## config.mk

```make
export PLATFORM = sky130hd
export DESIGN_NAME = mux_n_1_sync
export DESIGN_NICKNAME = d
export VERILOG_FILES = /design/src/rtl/mux_n_1_sync.sv
export SDC_FILE = /design/constraint.sdc
export NUM_CORES = 1
export LEC_CHECK = 0
export ABC_AREA = 1
export CORE_MARGIN = 3
export CORE_UTILIZATION = 57
export CTS_CLUSTER_DIAMETER = 120
export DETAILED_ROUTE_END_ITERATION = 8
export DONT_BUFFER_PORTS = 1
export PLACE_DENSITY = 0.72
export SYNTH_ARGS = -nofsm -noshare
export SYNTH_HDL_FRONTEND = slang
export SYNTH_SLANG_ARGS = --single-unit
export TNS_END_PERCENT = 5
```

## constraint.sdc

```tcl
create_clock -name clk -period 2.5 [get_ports clk]
set_input_delay 0.75 -clock clk [delete_from_list [all_inputs] [get_ports clk]]
set_output_delay 0.75 -clock clk [all_outputs]
set_load 0.01 [all_outputs]
```

## src/rtl/mux_n_1_sync.sv

```systemverilog
// Registered N:1 source mux for the VGA path; selects commit only on line/frame boundaries.
// Optional macro MUX_BLANK_ON_SWITCH_EN blanks the first full interval after every commit.
module mux_n_1_sync #(
  parameter int WIDTH    = 1,
  parameter int CHANNELS = 4,
  parameter int SCAN_DIV = 4
) (
  input  logic                      clk,
  input  logic                      rst_n,
  input  logic [CHANNELS*WIDTH-1:0] in_bus,
  input  logic [$clog2(CHANNELS)-1:0] sel_req,
  input  logic                      sel_load,
  input  logic                      boundary,
  input  logic                      scan_en,
  input  logic [CHANNELS-1:0]       ch_mask,
  output logic [WIDTH-1:0]          out,
  output logic [$clog2(CHANNELS)-1:0] active_sel,
  output logic                      switch_pending,
  output logic                      switched
);

  localparam int SEL_W = $clog2(CHANNELS);
  localparam int CNT_W = (SCAN_DIV > 1) ? $clog2(SCAN_DIV) : 1;
  localparam logic [CNT_W-1:0] CNT_LAST = CNT_W'(SCAN_DIV - 1);

  typedef enum logic {ST_MANUAL = 1'b0, ST_SCAN = 1'b1} state_e;

  // Returns {found, index} of the nearest enabled channel above cur, wrapping; cur itself excluded.
  function automatic logic [SEL_W:0] next_enabled(input logic [SEL_W-1:0] cur,
                                                  input logic [CHANNELS-1:0] mask);
    logic [SEL_W:0] res;
    int             idx;
    res = '0;
    for (int step = CHANNELS - 1; step >= 1; step--) begin
      idx = (int'(cur) + step) % CHANNELS;
      if (mask[idx]) begin
        res = {1'b1, SEL_W'(idx)};
      end else begin
        res = res;
      end
    end
    return res;
  endfunction

  state_e            state_q, state_d;
  logic [SEL_W-1:0]  active_sel_q, active_sel_d;
  logic [SEL_W-1:0]  pend_sel_q, pend_sel_d;
  logic              pend_q, pend_d;
  logic [CNT_W-1:0]  cnt_q, cnt_d;
  logic              switched_q, switched_d;
  logic [WIDTH-1:0]  out_q, out_d;
  logic              commit_s;
  logic              req_ok_s;
  logic [SEL_W:0]    nxt_s;
  logic [WIDTH-1:0]  chan_s;
`ifdef MUX_BLANK_ON_SWITCH_EN
  logic              blank_q, blank_d;
`endif

  assign req_ok_s = (int'(sel_req) < CHANNELS) && ch_mask[sel_req];
  assign nxt_s    = next_enabled(active_sel_q, ch_mask);
  assign chan_s   = in_bus[int'(active_sel_q)*WIDTH +: WIDTH];

  // Mode register
  always_ff @(posedge clk or negedge rst_n) begin
    if (!rst_n) begin
      state_q <= ST_MANUAL;
    end else begin
      state_q <= state_d;
    end
  end

  // Next mode follows scan_en every cycle
  always_comb begin
    state_d = scan_en ? ST_SCAN : ST_MANUAL;
  end

  // Select staging, commit and scan rotation; mode-change cycles only perform the clears
  always_comb begin
    active_sel_d = active_sel_q;
    pend_sel_d   = pend_sel_q;
    pend_d       = pend_q;
    cnt_d        = cnt_q;
    commit_s     = 1'b0;
    case (state_q)
      ST_MANUAL: begin
        if (scan_en) begin
          pend_d = 1'b0;
          cnt_d  = '0;
        end else begin
          // Commit the previously staged request before staging a same-cycle one
          if (boundary && pend_q) begin
            active_sel_d = pend_sel_q;
            pend_d       = 1'b0;
            commit_s     = 1'b1;
          end else begin
            commit_s = 1'b0;
          end
          if (sel_load && req_ok_s) begin
            pend_sel_d = sel_req;
            pend_d     = 1'b1;
          end else begin
            pend_sel_d = pend_sel_d;
          end
        end
      end
      ST_SCAN: begin
        if (!scan_en) begin
          cnt_d = '0;
        end else if (boundary) begin
          if (cnt_q == CNT_LAST) begin
            cnt_d = '0;
            if (nxt_s[SEL_W]) begin
              active_sel_d = nxt_s[SEL_W-1:0];
              commit_s     = 1'b1;
            end else begin
              active_sel_d = active_sel_q;
            end
          end else begin
            cnt_d = cnt_q + CNT_W'(1);
          end
        end else begin
          cnt_d = cnt_q;
        end
      end
      default: begin
        cnt_d = '0;
      end
    endcase
  end

  // Datapath next values
  always_comb begin
    switched_d = commit_s;
`ifdef MUX_BLANK_ON_SWITCH_EN
    if (commit_s) begin
      blank_d = 1'b1;
    end else if (boundary) begin
      blank_d = 1'b0;
    end else begin
      blank_d = blank_q;
    end
    if (blank_q || !ch_mask[active_sel_q]) begin
      out_d = '0;
    end else begin
      out_d = chan_s;
    end
`else
    if (!ch_mask[active_sel_q]) begin
      out_d = '0;
    end else begin
      out_d = chan_s;
    end
`endif
  end

  // Datapath and control registers
  always_ff @(posedge clk or negedge rst_n) begin
    if (!rst_n) begin
      active_sel_q <= '0;
      pend_sel_q   <= '0;
      pend_q       <= 1'b0;
      cnt_q        <= '0;
      switched_q   <= 1'b0;
      out_q        <= '0;
`ifdef MUX_BLANK_ON_SWITCH_EN
      blank_q      <= 1'b0;
`endif
    end else begin
      active_sel_q <= active_sel_d;
      pend_sel_q   <= pend_sel_d;
      pend_q       <= pend_d;
      cnt_q        <= cnt_d;
      switched_q   <= switched_d;
      out_q        <= out_d;
`ifdef MUX_BLANK_ON_SWITCH_EN
      blank_q      <= blank_d;
`endif
    end
  end

  assign out            = out_q;
  assign active_sel     = active_sel_q;
  assign switch_pending = pend_q;
  assign switched       = switched_q;

endmodule

```

Yosys cells after proc, flatten, opt, wreduce, memory -nomap -nowiden

Cells that the tools add are included.

Bitwise operators: 5
Order comparisons: 5
Add/subtract/negate cells: 4
Muxes and demuxes: 40
Equality and inequality tests: 9
Reductions and logical operators: 10
Shift operators: 1

Operators by type and width:

| operator            | count |
|---|---|
| $mux 2              | 10 |
| $mux 1              | 19 |
| $lt 3x4->1 const B  | 3 |
| $bmux 1 s2          | 5 |
| $ne 2x2->1 const B  | 5 |
| $mux 3              | 3 |
| $pmux 2 s2          | 2 |
| $lt 2x3->1 const B  | 2 |
| $reduce_and 6->1    | 1 |
| $reduce_or 2->1     | 3 |
| $add 2x1->2 const B | 2 |
| $add 2x2->2 const B | 2 |
| $ne 2x1->1 const B  | 2 |
| $reduce_and 2->1    | 2 |
| $shiftx 4x3->1      | 1 |
| $and 1x1->1 const A | 3 |
| $ne 3x3->1 const B  | 1 |
| $reduce_and 3->1    | 1 |
| $reduce_bool 3->1   | 1 |
| $eq 2x2->1 const B  | 1 |
| $logic_and 1x1->1   | 2 |
| $not 1->1           | 2 |
| $pmux 1 s2          | 1 |

Register bits after elaboration: 10
Word-level logic and storage cells: 81

Depth between registers and ports, before layout

Gate-level depths: netlist (run 1).

Depth after elaboration: 14
Mapped depth: 10

Least setup slack after synthesis (run 1)

OpenSTA, ideal clock, no wires.

Path type: input to register
Start point: input port scan_en
End point: register active_sel_q[0], in the netlist active_sel[0]
Path buffers: 0
Data required time: 2.384 ns
Library setup time: 0.116 ns
Stages: 8
Arrival time: 1.459 ns
Path slack: 0.925 ns
Cell sequence: inv_1 > ha_1 > inv_1 > nand2_1 > nor2_1 > nand3_1 > nand2_1 > nand2_1

Cells in the longest elaborated chain, start to end: 2
Elaborated cells on any way between the ends: 3
Those cells by class: eq/ne (2); reduce/logical (1)

RTL lines:

| item                                | RTL line | text |
|---|---|---|
| start: declaration                  | 14       | `input logic scan_en,` |
| $ne 2x2->1 (no source line)         | -        |  |
| $reduce_and 6->1 (no source line) * | -        |  |
| end signal: assignment              | 170      | `active_sel_q <= active_sel_d;` |
| end: declaration                    | 46       | `logic [SEL_W-1:0] active_sel_q, active_sel_d;` |

Every way passes the cells marked *; elsewhere a longest branch is shown, timed or not.
A chain may end at the register's enable or synchronous reset.

Final worst setup path (run 1)

Start point: register active_sel_q[0], in the netlist active_sel[0]
End point: output port active_sel[0]

RTL lines:

| item             | RTL line | text |
|---|---|---|
| end: declaration | 17       | `output logic [$clog2(CHANNELS)-1:0] active_sel,` |

No word-level cell between the ends.

==> results of run 1 <==
-- logic make-up after synthesis --
family,count (synthesis),share of synthesized area (%)
adder cells (fa/ha/maj),3,4.78
AO/OA/AOI/OAI,12,9.55
buffers and inverters,16,8.92
flip-flops,10,31.8
AND/OR/NAND/NOR,83,44.9
-- per-stage QoR --
stage	worst slack, ns	cells	instance area (µm²)	utilization, %	total power (µW)
floorplan	0.925	124	786	-	471
global placement	0.819	137	792	65.9	503
detailed placement	0.789	137	792	65.9	511
CTS	0.813	141	828	69.0	663
global route	0.579	141	828	69.0	726
finish	0.814	141	828	69.0	660
-- synth_stat cells, drive strengths merged --
cell,count,share of area [%]
or2,1,0.80
nand2,59,29
inv,15,7.5
o41ai,1,1.1
nand3,14,8.9
nor2,6,3.2
ha,3,4.8
a21oi,3,1.9
o21ai,3,1.9
a21boi,2,1.9
o211ai,2,1.9
nand4,1,1.6
buf,1,1.4
nor3,2,1.3
dfrtp,10,32
o22ai,1,0.80
-- power by group through the flow --
stage	Clock [µW]	Combinational, µW	Sequential (µW)
after CTS	153	258	252
after global placement	0	248	255
after detailed placement	0	256	255
after floorplan	0	237	233
final	151	258	251
after global routing	162	305	259
-- final cells by class --
class                      instances  area (µm²)
clock buffer                       4        36.3
fill                             108         373
inverter                          15        58.8
multi-input combinational         98         465
sequential                        10         250
tap                               14        17.5
-- worst max path at each step --
stage                   from             to  slack [ns]
6_report       active_sel[0]  active_sel[0]        0.81
5_1_grt        active_sel[0]  active_sel[0]        0.58
4_1_cts        active_sel[0]  active_sel[0]        0.81
3_5_place_dp      ch_mask[1]  pend_sel_q[1]        0.79
3_3_place_gp      ch_mask[1]  pend_sel_q[1]        0.82
2_1_floorplan        scan_en  active_sel[0]        0.92
-- sequential cells by signal (all words and copies together) (netlist names) --
name	cells
switch_pending	1
state_q	1
cnt_q	2
switched	1
out	1
pend_sel_q	2
active_sel	2
-- routing by layer --
layer / GRT usage, % / wire length, µm / vias up / share of wire [%]
met5: 0 / 0 / - / 0
met4: 5.42 / 8 / 0 / 0.50
met3: 8.05 / 153 / 3 / 9.6
met2: 27.1 / 655 / 36 / 41
met1: 30.2 / 773 / 334 / 49
li1: - / - / 400 / -
==> flow_metrics.py, run 1 <==
metrics = {
    "route": {
        "via_per_inst": 5.48,
        "antenna_left": 0,
        "drt-total-wl_mm": 1.59,
        "drt_pass1_iterations": 4,
        "drc_errors": 0,
        "drt-wirelength-per-cell_um": 11.3,
        "vias": 773,
        "dr.first_iter.drc_count": 27,
    },
    "sta": {
        "slew-limit-headroom_pct": 66.0,
        "maxClockFrequency_ghz": 0.593,
        "final_hold_viol_count": 0,
        "drv_slew": 0,
        "hold-worst-slack_ns": 0.164,
        "rsz0062_at_grt": "false",
        "worst_pin_slew_ns": 0.510,
        "setup-violations-final": 0,
        "period_needed_ns": 1.69,
        "tns_ns": 0,
        "fin_skew_ns": 0.000714,
        "fin_crit_sh_pct": 67.4,
    },
    "yosys": {
        "synth-seq-cells": 10,
        "avgSynthCellArea_um2": 6.34,
        "synth-seq-area-share_pct": 31.8,
        "synth_fp_nets": 142,
        "synth_cells": 124,
        "synth_cell_types": 21,
        "syn_area_um2": 786,
        "yosysWarnings": 0,
    },
    "worst_setup_path": {
        "r2r_setup_slack_ns": 0.82,
        "critPathArrivalTime_ns": 0.94,
        "worst_setup_path_end_kind": "output port",
        "r2r_start": "active_sel[0]",
        "cp.depth": 0,
        "ff2ff_path_depth": 9,
        "start_kind": "register",
        "path_class": "reg -> out",
        "r2r-end": "active_sel[0]",
        "worstPathRequired_ns": 1.75,
        "worstPathMaxFanout": 14,
    },
    "die": {
        "num_io_pins": 20,
        "rows": 12,
        "die_w_um": 43.1,
        "die_y_um": 43.1,
        "fp.coreArea_um2": 1200,
        "die_area_um2": 1860,
        "start_util_pct": 65.4,
    },
    "placed_design": {
        "finalWeightedCongestion": 0.864,
        "io_buffers": 0,
        "hpwl_mm": 1.25,
    },
    "cts": {
        "clock_sinks": 10,
        "cts_buffers": 3,
        "clockRootBuffer": "clkbuf_4",
        "insertion_delay_ns": 0.27,
        "hold_buffers": 0,
        "cts_buffer_depth": 2,
        "cts_tree": "yes",
        "cts_htree_levels": 1,
        "clk_pin_slew_ns": 0.07,
        "cts_resized": 0,
        "cts_setup_buffers": 0,
    },
    "layout": {
        "nets": 146,
        "areaGrowthSynthToFinish_pct": 5.41,
        "layout_common_cells": "58 x nand2_1, 14 x nand3_1, 13 x inv_1, 10 x dfrtp_1, 5 x nor2_1",
        "diodes": 0,
        "final_common_cell": "nand2_1",
        "drive_gt1_share_pct": 7.09,
    },
    "worst_hold_path": {
        "hold_class": "in -> async",
    },
    "global_route": {
        "grt_pass1_vias": 690,
        "antenna_found_initial": 0,
        "grt.overflow.total": 0,
        "grt_pass1_wl_mm": 2.87,
        "grt_start_max_net_pins": 15,
        "grt_use_total_pct": 20.4,
    },
    "power": {
        "p_clk_share_pct": 22.8,
        "powerDensity_nw_per_um2": 797,
        "switchingPower_uw": 288,
        "combPwrFrac_pct": 39.1,
        "seqPwrFrac_pct": 38.1,
        "swShare_pct": 43.6,
        "intPower_uw": 372,
        "vdd_drop_max_mv": 0.451,
        "p_leak_uw": 0.000476,
    },
    "outcome": {
        "outcome": "complete, no violations",
    },
    "run": {
        "drv_cap": 0,
    },
}
(Power assumes the default switching activity.)
==> run 2: changes to the inputs <==
CORE_UTILIZATION = 54   (was 57)
clock period = 1.5 ns   (was 2.5 ns; I/O delays follow)
==> run 2 against run 1 <==
  * Utilization is 1.3 points lower
  * Non-clock buffer count rose by 6
  * First-iteration DRC count decreased by 37%
  * Global-route usage is 1.2 points higher
  * Wire length increased by 13%
  * Hold slack improved by 0.041 ns
  * Combinational power rose by 120%
  * Die area is 4.8% higher
  * Critical path depth is 1 higher
  * Via count increased by 4.7%
  * Largest power group unchanged
  * Highest routed layer unchanged
==> flow_metrics.py, run 2 (synthesis gave the netlist of run 1 again) <==
metrics = {
    "sta": {
        "worst_pin_slew_ns": 0.470,
        "period_needed_ns": 1.37,
        "fin_skew_ns": 0.00271,
        "drv_slew": 0,
        "setup-violations-final": 0,
        "fin_crit_sh_pct": 91.4,
        "setup_slack_ns": 0.128,
        "slew-limit-headroom_pct": 68.5,
        "final_hold_viol_count": 0,
        "maxClockFrequency_ghz": 0.729,
    },
    "worst_setup_path": {
        "r2r-end": "active_sel[0]",
        "r2r_start": "active_sel[0]",
        "worstPathRequired_ns": 1.05,
        "crit_slowest_cell": "dfrtp_2",
        "r2r_setup_slack_ns": 0.14,
        "ff2ff_path_depth": 9,
        "path_class": "reg -> out",
        "critPathBufInv": 1,
        "worstPathMaxFanout": 6,
        "slowest_delay_ns": 0.46,
        "path_cells": "buf_4",
        "worst_setup_path_end_kind": "output port",
        "start_kind": "register",
        "cpLargestDelayFamily": "flip-flops",
        "critPathArrivalTime_ns": 0.92,
    },
    "layout": {
        "multi_input_area_um2": 489,
        "areaGrowthSynthToFinish_pct": 14.8,
        "nets": 152,
        "fillCellCount": 132,
        "drive_gt1_share_pct": 12.8,
        "ff_latch_area_um2": 251,
        "layout_common_cells": "58 x nand2_1, 13 x inv_1, 12 x nand3_1, 9 x dfrtp_1, 5 x nor2_1",
        "fin_util_pct": 67.6,
        "diodes": 0,
        "final_common_cell": "nand2_1",
    },
    "power": {
        "swShare_pct": 43.6,
        "intPower_uw": 676,
        "powerDensity_nw_per_um2": 1330,
        "vdd_drop_max_mv": 0.545,
        "p_leak_uw": 0.000510,
        "seqPwrFrac_pct": 32.6,
        "switchingPower_uw": 523,
        "combPwrFrac_pct": 47.2,
        "p_clk_share_pct": 20.3,
    },
    "die": {
        "start_util_pct": 58.9,
        "fp.coreArea_um2": 1330,
        "num_io_pins": 20,
        "die_y_um": 44.1,
        "die_area_um2": 1950,
        "rows": 13,
        "die_w_um": 44.1,
    },
    "cts": {
        "clk_pin_slew_ns": 0.06,
        "clockRootBuffer": "clkbuf_4",
        "cts_htree_levels": 1,
        "cts_buffers": 3,
        "cts_buffer_depth": 2,
        "insertion_delay_ns": 0.27,
        "cts_tree": "yes",
        "clock_sinks": 10,
    },
    "worst_hold_path": {
        "hold_class": "in -> reg",
        "hold_start": "scan_en",
        "hold_depth": 0,
        "worstHoldEndpoint": "state_q",
    },
    "global_route": {
        "grt_start_max_net_pins": 11,
        "grt_use_total_pct": 21.7,
        "grt_pass1_vias": 755,
        "grt_pass1_wl_mm": 3.17,
        "grt.overflow.total": 0,
        "antenna_found_initial": 0,
    },
    "route": {
        "drt_pass1_iterations": 5,
        "drt-total-wl_mm": 1.80,
        "drt-wirelength-per-cell_um": 12.1,
        "dr.first_iter.drc_count": 17,
        "antenna_left": 0,
        "drc_errors": 0,
        "via_per_inst": 5.47,
        "vias": 809,
    },
    "placed_design": {
        "place_ws_ns": 0.0472,
        "hpwl_mm": 1.42,
        "finalWeightedCongestion": 0.813,
        "io_buffers": 0,
    },
    "run": {
        "drv_cap": 0,
    },
    "outcome": {
        "outcome": "complete, no violations",
    },
}
run 2: cell types whose count changed in the layout (fill, tap and decap cells not counted), sizes merged:
cell,previous run,this run
buf,0,5
dlygate4sd3,0,1
run 2: how the worst max path moves through the flow:
stage,startpoint,end,slack [ns],cells after the start
2_1_floorplan,state_q,active_sel[0],0.18,8
3_3_place_gp,active_sel[0],active_sel[0],0.09,9
3_5_place_dp,active_sel[0],active_sel[0],0.05,9
4_1_cts,active_sel[0],active_sel[0],0.03,1
5_1_grt,active_sel[0],active_sel[0],-0.004,9
6_report,active_sel[0],active_sel[0],0.13,1
run 2: layer usage:
metal | global-route usage [%] | up-vias | share of wire, %
met1 | 27.3 | 359 | 45
met3 | 8.54 | 5 | 7.7
met4 | 4.82 | 0 | 1.9
met2 | 34.9 | 30 | 45
met5 | 0 | - | 0
li1 | - | 415 | -
run 2: layout make-up:
class	instances	area share, %
clock buffer	4	4.02
inverter	15	6.80
multi-input combinational	98	54.2
sequential	10	27.9
tap	15	2.08
timing repair buffer	6	4.99
run 2: what timing repair did:
| action | in CTS | in global routing |
|---|---|---|
| buffers inserted | 0 | 1 |
| resized for setup | 0 | 7 |
| setup endpoints to repair | 0 | 4 |
| hold buffers | 1 | 0 |
| hold endpoints to repair | 10 | 0 |
run 2: per-stage QoR:
stage               total power (µW)  hold slack, ns  area, µm²  cells   TNS, ns
floorplan                        784           0.154        786    124         0
global placement                 879           0.155        823    142         0
detailed placement               893           0.155        823    142         0
finish                          1200           0.205        902    148         0
global route                    1320           0.191        902    148  -0.00446
CTS                             1150           0.196        870    147         0
run 2: power by group through the flow:
stage	logic, µW	clock network, µW	registers (µW)
2_1_floorplan	396	0	389
3_3_place_gp	484	0	395
3_5_place_dp	498	0	395
4_1_cts	508	253	390
5_1_grt	657	263	402
6_report	566	243	391
==> run 3: changes to the inputs <==
CORE_UTILIZATION = 57   (was 54)
clock period = 1.3 ns   (was 1.5 ns; I/O delays follow)
==> run 3 against run 2 <==
  * The run now ends with setup timing left
  * Design area rose by 15%
  * First-iteration DRC count rose to 2.6 times the previous value
  * Via count rose by 22%
  * Clock power fell by 2%
  * Critical path depth rose by 6
  * Count of clock-buffer cells in the layout did not move
  * Register-to-register slack got worse by 0.25 ns
  * Combinational power rose by 73%
  * Critical endpoint is now active_sel[1]
  * Largest power group unchanged
==> flow_metrics.py, run 3 (synthesis gave the netlist of run 1 again) <==
metrics = {
    "outcome": {
        "outcome": "complete, but fails checks",
        "violations": "setup timing",
    },
    "die": {
        "rows": 12,
        "fp.coreArea_um2": 1200,
        "die_area_um2": 1860,
        "start_util_pct": 65.4,
        "num_io_pins": 20,
        "die_w_um": 43.1,
        "die_y_um": 43.1,
    },
    "sta": {
        "drv_slew": 0,
        "fin_crit_sh_pct": 108,
        "rsz0062_at_grt": "true",
        "setup-violations-final": 5,
        "slew-limit-headroom_pct": 66.4,
        "tns_ns": -0.338,
        "period_needed_ns": 1.41,
        "setup_slack_ns": -0.110,
        "fin_skew_ns": 0.00169,
        "maxClockFrequency_ghz": 0.709,
        "final_hold_viol_count": 0,
        "worst_pin_slew_ns": 0.502,
    },
    "layout": {
        "nets": 163,
        "areaGrowthSynthToFinish_pct": 31.8,
        "drive_gt1_share_pct": 27.8,
        "fillCellCount": 69,
        "fin_area_um2": 1040,
        "layout_common_cells": "51 x nand2_1, 12 x inv_1, 12 x buf_4, 11 x nand3_1, 8 x dfrtp_1",
        "diodes": 0,
        "final_common_cell": "nand2_1",
    },
    "global_route": {
        "grt_pass1_vias": 852,
        "grt.overflow.total": 0,
        "antenna_found_initial": 0,
        "grt_start_max_net_pins": 11,
        "grt_use_total_pct": 25.9,
        "grt_pass1_wl_mm": 3.57,
    },
    "cts": {
        "clockRootBuffer": "clkbuf_4",
        "cts_tree": "yes",
        "clk_pin_slew_ns": 0.07,
        "insertion_delay_ns": 0.28,
        "clock_sinks": 10,
        "cts_buffers": 3,
        "cts_buffer_depth": 2,
        "cts_htree_levels": 1,
    },
    "power": {
        "powerDensity_nw_per_um2": 1590,
        "vdd_drop_max_mv": 0.936,
        "p_leak_uw": 0.000567,
        "p_total_uw": 1650,
    },
    "placed_design": {
        "placed_area_um2": 891,
        "finalWeightedCongestion": 0.883,
        "io_buffers": 0,
        "hpwl_mm": 1.49,
    },
    "route": {
        "antenna_left": 0,
        "via_per_inst": 6.22,
        "drc_errors": 0,
        "dr.first_iter.drc_count": 45,
        "drt-total-wl_mm": 2.61,
        "drt-wirelength-per-cell_um": 16.5,
        "drt_pass1_iterations": 4,
        "wl_met3_um": 255,
        "dr_wl_met2_mm": 1.24,
        "routed.top_layer": "met4",
        "wl_met1_um": 961,
        "vias": 983,
    },
    "worst_setup_path": {
        "path_class": "reg -> reg",
        "critPathArrivalTime_ns": 1.58,
        "worstPathRequired_ns": 1.47,
        "start_kind": "register",
        "worstPathMaxFanout": 3,
        "worst_setup_path_end_kind": "register",
    },
    "worst_hold_path": {
        "hold_class": "in -> reg",
    },
    "run": {
        "drv_cap": 0,
    },
}
==> run 3: cell types whose count changed in the layout (fill, tap and decap cells not counted), sizes merged <==
cell / delta
buf: +11
==> run 3: final timing paths <==
kind                                     from       endpoint  slack [ns]  cells past startpoint
worst max-delay path                  state_q  active_sel[1]       -0.11                      7
worst min-delay path                  scan_en        state_q        0.13                      0
worst max register to register        state_q  active_sel[1]       -0.11                      7
worst min register to register  pend_sel_q[0]  pend_sel_q[0]        0.51                      2
max in group asynchronous               rst_n  active_sel[0]        0.42                      1
min in group asynchronous               rst_n  pend_sel_q[1]        0.52                      1
==> run 3: power by group <==
part / internal (µW) / leakage (µW) / switching [µW]
Combinational: 394 / 0.000424 / 583
Clock: 119 / 0.0000150 / 119
Sequential: 374 / 0.000128 / 61.0
Total: 888 / 0.000567 / 763
==> run 3: per-layer routing <==
| layer | track usage (%) | up-vias |
|---|---|---|
| li1 | - | 438 |
| met1 | 30.7 | 436 |
| met2 | 40.7 | 81 |
| met3 | 8.90 | 28 |
| met4 | 13.3 | 0 |
| met5 | 0 | - |
==> run 3: area by class of cell <==
type	count	area [µm²]	area share, %
multi-input cells	98	531	51.2
flip-flops and latches	10	253	24.4
well taps	14	17.5	1.69
repair buffers	17	145	14.0
clock buffers	4	26.3	2.54
inverters	15	63.8	6.16
==> run 3: metrics by stage <==
| stage | hold WS, ns | setup slack [ns] | utilization (%) | instances |
|---|---|---|---|---|
| after floorplan | 0.0944 | 0.0281 | - | 124 |
| after detailed placement | 0.0946 | -0.0837 | 74.2 | 150 |
| final | 0.133 | -0.110 | 86.3 | 158 |
| after global routing | 0.109 | -0.198 | 86.3 | 158 |
| after global placement | 0.0946 | -0.0472 | 74.2 | 150 |
| after CTS | 0.135 | -0.0635 | 80.3 | 157 |
==> run 3: timing repair <==
item                       CTS  global route
gates cloned                 0             0
pin swaps                    2             4
hold buffers                 1             0
hold endpoints to repair    10             0
resized for setup            6            20
buffers inserted             2             2
setup endpoints to repair    4             5
==> run 3: worst max-delay path: stages (launching register included) <==
cell	delay [ns]
dfrtp_2	0.44
buf_4	0.15
nor2_1	0.19
a21oi_2	0.09
nor3_2	0.19
nand2_1	0.09
nand2_1	0.09
nand2_1	0.06
